<file path="src/rtl/mc_controller.sv">
// Multicycle MIPS main controller: a Moore FSM that sequences fetch, decode,
// execute, memory and writeback, with a watchdog on memory waits.
module mc_controller #(
    parameter int MEM_TIMEOUT = 15
) (
    input  logic       clk,
    input  logic       rst,
    input  logic [5:0] op,
    input  logic       zero,
    input  logic       mem_ready,
    output logic       pcen,
    output logic       iord,
    output logic       memwrite,
    output logic       irwrite,
    output logic       regdst,
    output logic       memtoreg,
    output logic       regwrite,
    output logic       alusrca,
    output logic [1:0] alusrcb,
    output logic [1:0] pcsrc,
    output logic [1:0] aluop,
    output logic       instr_done,
    output logic       illegal_op,
    output logic       mem_err,
    output logic [3:0] state
);

    typedef enum logic [3:0] {
        FETCH   = 4'd0,
        DECODE  = 4'd1,
        MEMADR  = 4'd2,
        MEMRD   = 4'd3,
        MEMWB   = 4'd4,
        MEMWR   = 4'd5,
        RTYPEEX = 4'd6,
        RTYPEWB = 4'd7,
        BEQEX   = 4'd8,
        ADDIEX  = 4'd9,
        ADDIWB  = 4'd10,
        JEX     = 4'd11
    } state_t;

    localparam logic [5:0] OP_LW    = 6'b100011;
    localparam logic [5:0] OP_SW    = 6'b101011;
    localparam logic [5:0] OP_RTYPE = 6'b000000;
    localparam logic [5:0] OP_BEQ   = 6'b000100;
    localparam logic [5:0] OP_ADDI  = 6'b001000;
    localparam logic [5:0] OP_J     = 6'b000010;
    localparam logic [7:0] TIMEOUT  = 8'(MEM_TIMEOUT);

    state_t     cur;
    logic [7:0] waitcnt;
    logic       waiting;
    logic       expire;
    logic       pcwrite;
    logic       branch;

    assign waiting = (cur == FETCH) || (cur == MEMRD) || (cur == MEMWR);
    assign expire  = waiting && (TIMEOUT != 8'd0) && (waitcnt == TIMEOUT) && !mem_ready;

    // The wait counter only runs while stalled in a memory state, so it is
    // already zero on entry to any of them.
    always_ff @(posedge clk or posedge rst) begin
        if (rst) begin
            cur     <= FETCH;
            waitcnt <= '0;
        end else begin
            if (expire)
                waitcnt <= '0;
            else if (waiting && !mem_ready)
                waitcnt <= (waitcnt == 8'hff) ? waitcnt : waitcnt + 8'd1;
            else
                waitcnt <= '0;

            if (expire) begin
                cur <= FETCH;
            end else begin
                case (cur)
                    FETCH:   if (mem_ready) cur <= DECODE;
                    DECODE: begin
                        case (op)
                            OP_LW, OP_SW: cur <= MEMADR;
                            OP_RTYPE:     cur <= RTYPEEX;
                            OP_BEQ:       cur <= BEQEX;
                            OP_ADDI:      cur <= ADDIEX;
                            OP_J:         cur <= JEX;
                            default:      cur <= FETCH;
                        endcase
                    end
                    MEMADR:  cur <= (op == OP_SW) ? MEMWR : MEMRD;
                    MEMRD:   if (mem_ready) cur <= MEMWB;
                    MEMWR:   if (mem_ready) cur <= FETCH;
                    RTYPEEX: cur <= RTYPEWB;
                    ADDIEX:  cur <= ADDIWB;
                    default: cur <= FETCH;
                endcase
            end
        end
    end

    // Outputs follow the registered state; only mem_ready and zero qualify them.
    always_comb begin
        pcwrite    = 1'b0;
        branch     = 1'b0;
        iord       = 1'b0;
        memwrite   = 1'b0;
        irwrite    = 1'b0;
        regdst     = 1'b0;
        memtoreg   = 1'b0;
        regwrite   = 1'b0;
        alusrca    = 1'b0;
        alusrcb    = 2'b00;
        pcsrc      = 2'b00;
        aluop      = 2'b00;
        instr_done = 1'b0;
        illegal_op = 1'b0;
        mem_err    = 1'b0;
        if (!rst) begin
            case (cur)
                FETCH: begin
                    alusrcb = 2'b01;
                    irwrite = mem_ready;
                    pcwrite = mem_ready;
                end
                DECODE: begin
                    alusrcb = 2'b11;
                    case (op)
                        OP_LW, OP_SW, OP_RTYPE, OP_BEQ, OP_ADDI, OP_J: illegal_op = 1'b0;
                        default: illegal_op = 1'b1;
                    endcase
                end
                MEMADR: begin
                    alusrca = 1'b1;
                    alusrcb = 2'b10;
                end
                MEMRD: iord = 1'b1;
                MEMWB: begin
                    memtoreg   = 1'b1;
                    regwrite   = 1'b1;
                    instr_done = 1'b1;
                end
                MEMWR: begin
                    iord       = 1'b1;
                    memwrite   = 1'b1;
                    instr_done = mem_ready;
                end
                RTYPEEX: begin
                    alusrca = 1'b1;
                    aluop   = 2'b10;
                end
                RTYPEWB: begin
                    regdst     = 1'b1;
                    regwrite   = 1'b1;
                    instr_done = 1'b1;
                end
                BEQEX: begin
                    alusrca    = 1'b1;
                    aluop      = 2'b01;
                    pcsrc      = 2'b01;
                    branch     = 1'b1;
                    instr_done = 1'b1;
                end
                ADDIEX: begin
                    alusrca = 1'b1;
                    alusrcb = 2'b10;
                    aluop   = 2'b11;
                end
                ADDIWB: begin
                    regwrite   = 1'b1;
                    instr_done = 1'b1;
                end
                JEX: begin
                    pcsrc      = 2'b10;
                    pcwrite    = 1'b1;
                    instr_done = 1'b1;
                end
                default: ;
            endcase
            if (expire) begin
                mem_err  = 1'b1;
                pcwrite  = 1'b0;
                irwrite  = 1'b0;
                memwrite = 1'b0;
                regwrite = 1'b0;
            end
        end
    end

    assign pcen  = pcwrite | (branch & zero);
    assign state = cur;

endmodule

</file>
<file path="config.mk">
export PLATFORM = sky130hd
export DESIGN_NAME = mc_controller
export DESIGN_NICKNAME = d
export VERILOG_FILES = /design/src/rtl/mc_controller.sv
export SDC_FILE = /design/constraint.sdc
export NUM_CORES = 1
export LEC_CHECK = 0
export CORE_AREA = 2 2 70 58
export DETAILED_ROUTE_END_ITERATION = 10
export DIE_AREA = 0 0 72 60
export PLACE_DENSITY = 0.57
export SLEW_MARGIN = 10
export SYNTH_ARGS = -nofsm -noshare
export SYNTH_HDL_FRONTEND = slang
export SYNTH_SLANG_ARGS = --single-unit
</file>
<file path="constraint.sdc">
create_clock -name clk -period 1.54 [get_ports clk]
set_clock_uncertainty 0.15 [all_clocks]
set_input_delay 0.231 -clock clk [delete_from_list [all_inputs] [get_ports clk]]
set_output_delay 0.231 -clock clk [all_outputs]
set_load 0.02 [all_outputs]
</file>
==> out/qor.csv <==
metric;value;unit
outcome;finished, violations left;
violations;negative setup slack;
setup.worst_path.class;register to output port;
synth_ff_type;dfrtp_1;
crit_slowest_cell;dfrtp_2;
avgViaCountPerCell;5.15;
grt_pass1_wl;6.82;mm
final_nets;253;
cts.clk_slew.worst_paths;0.06;ns
hold_buffers;0;
grt.overflow.total;0;
syn_nets;142;
wl_per_cell;17.0;um
final_common_cell;buf_4;
synth-xor-area-share;0.0499;
cp_slowest_stage_delay;0.44;ns
ios;31;
synth_edf_count;0;
maxSlewViolCount;0;
cp-start-kind;register;
die_x;72;um
vdd_ir_drop_max;0.406;mV
internal_power;0.00161;W
rsz0062_at_grt;yes;
antenna_found_initial;0;
die_y;60;um
fin_area;2460;um^2
start_util;0.286;
core_area;3680;um^2
synth.avg_cell_area;8.03;um^2
synth_compound_area_frac;0.200;
hold_violations;0;
clockBufferDepth;2;
hpwl;2.93;mm
seqPwrFrac;0.158;
finalCritPeriodShare;1.27;
grt.total_usage;0.203;
final_cell_mix;buf_4, buf_6, nor2_1;
final_core_utilization;0.670;
ys_types;43;
cts_tree;yes;
worstPathMaxFanout;5;
comb_power_share;0.717;
async_reset_ff_frac;1.00;
ys_ff_latch;12;
drc;0;
htreeDepth;1;
synth_top_family_by_area;simple AND/OR/NAND/NOR gates;
place_area;1880;um^2
dr.first_iter.drc_count;123;
diodes;0;
synth_cells;131;
final-setup-viol-count;28;
p_switching;0.00114;W
cts_made_buffers;3;
p_sw_frac;0.415;
place_congestion;0.838;
syn_area;1050;um^2
power.share.clock;0.125;
die-area;4320;um^2
crit_chain;or2_4, nor3_4, a22oi_2, o21bai_2, buf_6;
crit_arrival;1.58;ns
endpoint_kind;output port;
grt_pass1_vias;1457;
hold_class;primary input to asynchronous set/reset pin;
yosys.area_share.simple;0.400;
synth.area.mux_share;0;
ys_seq_area_frac;0.285;
routed-via-count;1467;
drtAntennaViolNets;0;
cp-startpoint;state[1];
max_freq;510;MHz
io_buffers;30;
max_slew.worst_pin.slew;0.328;ns
insertion_delay;0.25;ns
power-per-cell-area;1120;nW/um^2
fillers;273;
fp-row-count;20;
cp.buffers_inverters;1;
r2r_start;state[1];
cts.sinks;12;
totalWireLength;4.86;mm
yosys.area_share.adder;0.0119;
slew_headroom;0.781;
maxCapViolCount;0;
area_growth;134;%
yosysWarnings;0;
finalCriticalPeriod;1.96;ns
drtPass1Iterations;4;
crit_family;simple AND/OR/NAND/NOR gates;
required;1.16;ns
p_leak;1.10;nW
grt_max_degree;13;
drive_gt1_frac;0.693;
final.setup.worst_slack;-0.419;ns
root_buffer;clkbuf_8;
-- area by class of cell --
| cell class | instances | area (um^2) | area share |
|---|---|---|---|
| repair buffers | 113 | 1020 | 0.414 |
| inverters | 4 | 30.0 | 0.0122 |
| multi-input cells | 108 | 998 | 0.405 |
| flip-flops and latches | 12 | 305 | 0.124 |
| well taps | 44 | 55.1 | 0.0223 |
| clock buffers | 4 | 55.1 | 0.0223 |
-- tightest hold or removal path, delay by kind of cell --
kind                   cells  cell delay [ns]
buffers and inverters      5             0.97
-- state kept, by name, indices dropped and copies added, names as in the netlist --
signal,cells
waitcnt,8
state,4
-- power by group through the flow --
stage | registers (W) | clock network [W] | logic (W)
floorplan | 0.000477 | 0 | 0.000684
global placement | 0.000430 | 0 | 0.00140
detailed placement | 0.000431 | 0 | 0.00142
CTS | 0.000432 | 0.000348 | 0.00171
global route | 0.000441 | 0.000364 | 0.00208
finish | 0.000436 | 0.000345 | 0.00198
-- metal layers --
layer	global-route usage	up-vias	share of wire
li1	-	703	-
met1	0.243	716	0.42
met2	0.389	38	0.53
met3	0.0236	10	0.029
met4	0.0512	0	0.020
met5	0	-	0
-- repair_timing --
item | CTS | global route
cloned | 0 | 0
buffers inserted | 18 | 13
resized for setup | 163 | 28
setup endpoints to repair | 33 | 31
pin swaps | 20 | 20
-- path summary, 6_finish.rpt --
kind | cells past startpoint | slack (ns) | end
min in group clk | 2 | 0.47 | waitcnt[2]
worst max-delay path | 5 | -0.42 | pcen
worst min register to register | 2 | 0.47 | waitcnt[2]
worst max register to register | 7 | -0.31 | state[0]
worst min-delay path | 5 | 0.45 | waitcnt[4]
max in group asynchronous | 5 | 0.60 | state[3]
-- Yosys cell counts, types with 4 or more instances --
cell | number | share of area
nor2_1 | 21 | 0.075
dfrtp_1 | 12 | 0.29
nor3_1 | 8 | 0.038
a21oi_1 | 7 | 0.033
and3_1 | 6 | 0.036
nand2_1 | 6 | 0.021
nor4_1 | 6 | 0.036
inv_1 | 4 | 0.014
o211ai_1 | 4 | 0.029
o21ai_0 | 4 | 0.019
-- through the flow --
stage               hold WS [ns]  total power (W)  cells  setup slack, ns  TNS (ns)
finish                     0.455          0.00276    285           -0.419     -7.31
global route               0.495          0.00289    285           -0.483     -8.85
CTS                        0.430          0.00249    275           -0.438     -6.54
detailed placement         0.407          0.00185    254           -0.822    -14.13
global placement           0.394          0.00183    254           -0.732    -13.32
floorplan                -0.0493          0.00116    131           -0.372     -2.26
-- cell families after synthesis --
logic type               after synthesis
AO/OA/AOI/OAI                         30
XOR/XNOR                               6
adder cells (fa/ha/maj)                1
buffers and inverters                 11
flip-flops                            12
AND/OR/NAND/NOR                       71
No activity file was read; power rests on OpenSTA's default activity.
